File: src/rtl/vx_perf_pkg.sv
// Shared defaults, types and channel names for the per-core performance event counters.
package vx_perf_pkg;

   localparam int unsigned PERF_NUM_EVENTS = 8;
   localparam int unsigned PERF_INC_BITS   = 3;
   localparam int unsigned PERF_CTR_BITS   = 44;

   typedef logic [PERF_CTR_BITS-1:0] perf_ctr_t;

   // FPU/GPU channels are appended after ALU_STALLS
   typedef enum logic [5:0] {
      LOADS      = 6'd0,
      STORES     = 6'd1,
      BRANCHES   = 6'd2,
      IBF_STALLS = 6'd3,
      SCB_STALLS = 6'd4,
      LSU_STALLS = 6'd5,
      CSR_STALLS = 6'd6,
      ALU_STALLS = 6'd7
   } perf_event_e;

   function automatic int unsigned perf_sel_bits(input int unsigned n);
      return (n > 1) ? $clog2(n) : 1;
   endfunction

endpackage

File: src/rtl/vx_perf_counter.sv
// One event channel: registered increment, accumulator, sticky overflow and snapshot shadow.
// PERF_CTR_SATURATE_EN selects saturating counters instead of wrapping ones.
module vx_perf_counter
   import vx_perf_pkg::*;
#(
   parameter int unsigned CTR_BITS = PERF_CTR_BITS,
   parameter int unsigned INC_BITS = PERF_INC_BITS
) (
   input  logic                clk,
   input  logic                reset_n,
   input  logic                enable,
   input  logic [INC_BITS-1:0] inc,
   input  logic                clear,
   input  logic                snapshot,
   output logic [CTR_BITS-1:0] shadow,
   output logic                shadow_ovf
);

   logic [INC_BITS-1:0] inc_q;
   logic [CTR_BITS-1:0] ctr_q, ctr_d;
   logic                ovf_q;
   logic [CTR_BITS:0]   sum;

   assign sum = {1'b0, ctr_q} + {{(CTR_BITS + 1 - INC_BITS){1'b0}}, inc_q};

   always_comb begin
`ifdef PERF_CTR_SATURATE_EN
      ctr_d = sum[CTR_BITS] ? {CTR_BITS{1'b1}} : sum[CTR_BITS-1:0];
`else
      ctr_d = sum[CTR_BITS-1:0];
`endif
   end

   always_ff @(posedge clk or negedge reset_n) begin
      if (!reset_n) begin
         inc_q <= '0;
         ctr_q <= '0;
         ovf_q <= 1'b0;
      end else if (clear) begin
         inc_q <= '0;
         ctr_q <= '0;
         ovf_q <= 1'b0;
      end else begin
         inc_q <= enable ? inc : '0;
         ctr_q <= ctr_d;
         ovf_q <= ovf_q | sum[CTR_BITS];
      end
   end

   // Shadow takes pre-update values, so snapshot+clear acts as read-and-clear
   always_ff @(posedge clk or negedge reset_n) begin
      if (!reset_n) begin
         shadow     <= '0;
         shadow_ovf <= 1'b0;
      end else if (snapshot) begin
         shadow     <= ctr_q;
         shadow_ovf <= ovf_q;
      end
   end

endmodule

File: src/rtl/vx_perf_event_counters.sv
// Per-core performance event accumulator: NUM_EVENTS channels plus a shadow read port.
// Counters wrap by default; define PERF_CTR_SATURATE_EN for saturating counters.
module vx_perf_event_counters
   import vx_perf_pkg::*;
#(
   parameter int unsigned NUM_EVENTS = PERF_NUM_EVENTS,
   parameter int unsigned CTR_BITS   = PERF_CTR_BITS,
   parameter int unsigned INC_BITS   = PERF_INC_BITS,
   parameter int unsigned SEL_BITS   = perf_sel_bits(NUM_EVENTS)
) (
   input  logic                           clk,
   input  logic                           reset_n,
   input  logic                           enable,
   input  logic [NUM_EVENTS*INC_BITS-1:0] event_inc,
   input  logic                           clear,
   input  logic                           snapshot,
   input  logic                           req_valid,
   output logic                           req_ready,
   input  logic [SEL_BITS-1:0]            req_sel,
   output logic                           rsp_valid,
   input  logic                           rsp_ready,
   output logic [CTR_BITS-1:0]            rsp_data,
   output logic                           rsp_ovf
);

   logic [CTR_BITS-1:0]   shadow [NUM_EVENTS];
   logic [NUM_EVENTS-1:0] shadow_ovf;
   logic [CTR_BITS-1:0]   sel_data;
   logic                  sel_ovf;
   logic                  accept;

   for (genvar i = 0; i < NUM_EVENTS; i++) begin : g_chan
      vx_perf_counter #(
         .CTR_BITS (CTR_BITS),
         .INC_BITS (INC_BITS)
      ) u_counter (
         .clk        (clk),
         .reset_n    (reset_n),
         .enable     (enable),
         .inc        (event_inc[i*INC_BITS +: INC_BITS]),
         .clear      (clear),
         .snapshot   (snapshot),
         .shadow     (shadow[i]),
         .shadow_ovf (shadow_ovf[i])
      );
   end

   // Out-of-range selects fall through to zero
   always_comb begin
      sel_data = '0;
      sel_ovf  = 1'b0;
      for (int i = 0; i < NUM_EVENTS; i++) begin
         if (int'(req_sel) == i) begin
            sel_data = shadow[i];
            sel_ovf  = shadow_ovf[i];
         end
      end
   end

   assign req_ready = !rsp_valid || rsp_ready;
   assign accept    = req_valid && req_ready;

   always_ff @(posedge clk or negedge reset_n) begin
      if (!reset_n) begin
         rsp_valid <= 1'b0;
         rsp_data  <= '0;
         rsp_ovf   <= 1'b0;
      end else if (accept) begin
         rsp_valid <= 1'b1;
         rsp_data  <= sel_data;
         rsp_ovf   <= sel_ovf;
      end else if (rsp_ready) begin
         rsp_valid <= 1'b0;
      end
   end

endmodule

File: config.mk
export PLATFORM = sky130hd
export DESIGN_NAME = vx_perf_event_counters
export DESIGN_NICKNAME = d
export VERILOG_FILES = /design/src/rtl/vx_perf_pkg.sv /design/src/rtl/vx_perf_counter.sv /design/src/rtl/vx_perf_event_counters.sv
export SDC_FILE = /design/constraint.sdc
export NUM_CORES = 1
export LEC_CHECK = 0
export CAP_MARGIN = 0
export CORE_UTILIZATION = 50
export DETAILED_ROUTE_END_ITERATION = 6
export DONT_BUFFER_PORTS = 1
export SYNTH_ARGS = -nofsm -noshare
export SYNTH_HDL_FRONTEND = slang
export SYNTH_SLANG_ARGS = --single-unit
File: constraint.sdc
create_clock -name clk -period 5.2 [get_ports clk]
set_input_delay 0.52 -clock clk [delete_from_list [all_inputs] [get_ports clk]]
set_output_delay 0.52 -clock clk [all_outputs]
set_load 0.02 [all_outputs]
==> impl_metrics.yaml <==
layout:
  drive_above_1_share_pct: 19.8
  utilization_pct: 56.0
  nets: 3291
  areaGrowthSynthToFinish_pct: 10.2
  layout_commonest_cell: "dfrtp_1"
  mostFrequentLayoutCells: "790 x dfrtp_1, 400 x mux2_2, 344 x nor2_1"
detailed_routing:
  avgRoutedWirePerCell_um: 23.1
  vias: 25800
  vias_per_cell: 6.06
  drtAntennaViolNets: 0
  drc: 14
  wl_um: 98300
  drt-initial-drc-count: 2315
  dr.pass1.iters: 7
logic_synthesis:
  synth_top_area_share_pct: 53.0
  syn-cell-area_mm2: 0.0373
  synth.distinct_cells: 69
  synth_top_cell_by_area: "dfrtp_1"
  synthFlopType: "dfrtp_1"
  synthCells: 3270
  ys_seq_area_share_pct: 53.0
  avgSynthCellArea_um2: 11.4
  ys_ff_latch: 790
  syn-num-nets: 3336
  async_flop_share_pct: 100
  yosysWarnings: 0
  synth-edff-count: 0
  synthTopCellsByArea: "dfrtp_1 53%, mux2_2 12%, nor2_1 3.5%, xor2_1 3.3%, mux4_2 2.5%"
global_routing:
  antenna_found_initial: 0
  grt-ovfl-total: 0
  grt_max_degree: 791
  track_usage_pct: 26.4
  grt_first_pass_wirelength_um: 153000
  first_global_vias: 25300
clock_tree:
  clk_pin_slew_ns: 0.06
  cts_hold_buf: 19
  insertion_delay_ns: 0.64
  cts_sinks: 790
  tritoncts: "yes"
  htreeDepth: 3
  numCtsBuffers: 86
  post_cts_buffers: 0
  clockBufferDepth: 3
  post_cts_resized: 0
  root_buffer: "clkbuf_16"
setup_path:
  arrival_ns: 2.71
  path_class: "in -> async"
  crit_fanout: 790
  critPathRequiredTime_ns: 4.91
  startpoint_type: "primary input"
  cp-end-kind: "asynchronous set/reset pin"
sta:
  finalSetupViolCount: 0
  period_needed_ns: 3.00
  fmax_ghz: 0.333
  setup_tns_ns: 0
  fin_crit_sh_pct: 57.7
  hold_viol: 237
  slew_headroom_pct: -192
  worst_pin_slew_ns: 4.39
  rsz0062_at_grt: "false"
  hold_ws_ns: -0.398
  final_max_slew_viol_count: 653
  clock_skew_ns: 0.0163
floorplan:
  io_pins: 81
  start_util_pct: 50.8
  die_y_um: 275
  die-area_mm2: 0.0757
  fp.coreArea_mm2: 0.0735
  std_cell_rows: 99
  die_x_um: 275
run:
  cap_violations: 0
placed_design:
  gp_congestion: 0.926
  dp_hpwl_um: 64500
  portBuffers: 0
min_path:
  hold_class: "in -> async"
status:
  status: "complete, but fails checks"
  violations: "DRC, hold timing, slew limit"
power_and_ir_drop:
  p_leak_nw: 18.7
  powerDensity_mw_per_mm2: 315
  ir_drop_mv: 0.219
## cells by family after synthesis
logic type	share of synthesized area (%)
XOR/XNOR	5.80
AO/OA/AOI/OAI	6.50
AND/OR/NAND/NOR	15.4
buffers and inverters	2.21
adder cells (fa/ha/maj)	1.23
flip-flops	53.0
multiplexers	15.9
## path summary, 6_finish.rpt
kind | start | to | slack (ns) | cells past startpoint
max | reset_n | g_chan[6].u_counter.shadow[1]$_DFFE_PN0P_ | 2.20 | 0
min | reset_n | g_chan[7].u_counter.shadow[7]$_DFFE_PN0P_ | -0.40 | 0
max reg2reg | g_chan[6].u_counter.ctr_q[0]$_DFF_PN0_ | g_chan[6].u_counter.ctr_q[38]$_DFF_PN0_ | 2.46 | 7
min reg2reg | g_chan[7].u_counter.ovf_q$_DFF_PN0_ | g_chan[7].u_counter.ovf_q$_DFF_PN0_ | 0.50 | 2
max in group clk | g_chan[6].u_counter.ctr_q[0]$_DFF_PN0_ | g_chan[6].u_counter.ctr_q[38]$_DFF_PN0_ | 2.46 | 7
min in group clk | event_inc[20] | g_chan[6].u_counter.inc_q[2]$_DFF_PN0_ | 0.03 | 1
## cell type report
class                      instances  area (µm²)
antenna                            1        2.50
tap                              959        1200
inverter                          37         139
clock buffer                     124        2520
multi-input combinational       2270       16700
clock inverter                    35         387
timing repair buffer              40         365
fill                            6146       32300
sequential                       790       19800
## stage by stage
step / std cells / total power [mW] / worst slack [ns] / area (µm²)
floorplan: 3270 / 6.79 / 2.89 / 37300
global placement: 4077 / 6.76 / 2.60 / 38000
detailed placement: 4077 / 6.77 / 2.47 / 38000
CTS: 4255 / 13.1 / 2.47 / 41100
global route: 4255 / 13.3 / 2.27 / 41100
finish: 4256 / 12.9 / 2.20 / 41100
## power breakdown
part	total (mW)	switching, mW	internal, mW	leakage (nW)
logic	0.312	0.143	0.169	6.29
registers	6.38	0.142	6.23	11.0
clock network	6.25	2.56	3.69	1.45
total	12.9	2.85	10.1	18.7
## synthesized netlist by cell type, types with 3 or more instances
cell type	number
o21ba_2	3
inv_1	37
xor2_1	142
nand4b_1	6
nor4_1	46
or4_1	26
a31oi_1	4
o211ai_1	7
nand3b_1	4
or3_1	42
xnor2_1	105
ha_1	24
nand3_1	108
nor4_2	8
a31o_2	3
a221o_1	3
o2bb2ai_1	3
mux2_2	400
a21oi_1	157
o211a_1	8
or2_2	4
nand2_1	150
o22ai_1	42
nor2b_1	32
buf_1	13
o31ai_1	24
mux2i_1	48
clkbuf_2	3
nor4_4	5
nand4_1	118
buf_2	13
and2_1	44
and3_1	48
nand2b_1	3
nor2_1	344
a21o_1	22
clkbuf_1	141
o21ai_0	117
a211oi_1	13
mux4_2	42
and4_1	28
fa_1	8
dfrtp_1	790
nand4_2	4
nor3_1	45
## registers in the layout, summed over array words and instances, names as in the netlist
| name | count |
|---|---|
| g_chan.u_counter.ctr_q | 352 |
| g_chan.u_counter.inc_q | 24 |
| g_chan.u_counter.ovf_q | 8 |
| g_chan.u_counter.shadow | 352 |
| g_chan.u_counter.shadow_ovf | 8 |
| rsp_data | 44 |
| rsp_ovf | 1 |
| rsp_valid | 1 |
## metal layers
layer | share of wire, % | vias to the layer above | global-route usage [%] | routed length, µm
met2 | 46 | 632 | 40.6 | 44900
met3 | 4.9 | 157 | 4.08 | 4860
met4 | 2.9 | 0 | 8.23 | 2890
met5 | 0 | - | 0 | 0
li1 | - | 11600 | - | -
met1 | 46 | 13400 | 38.5 | 45700
(Power assumes the default switching activity.)
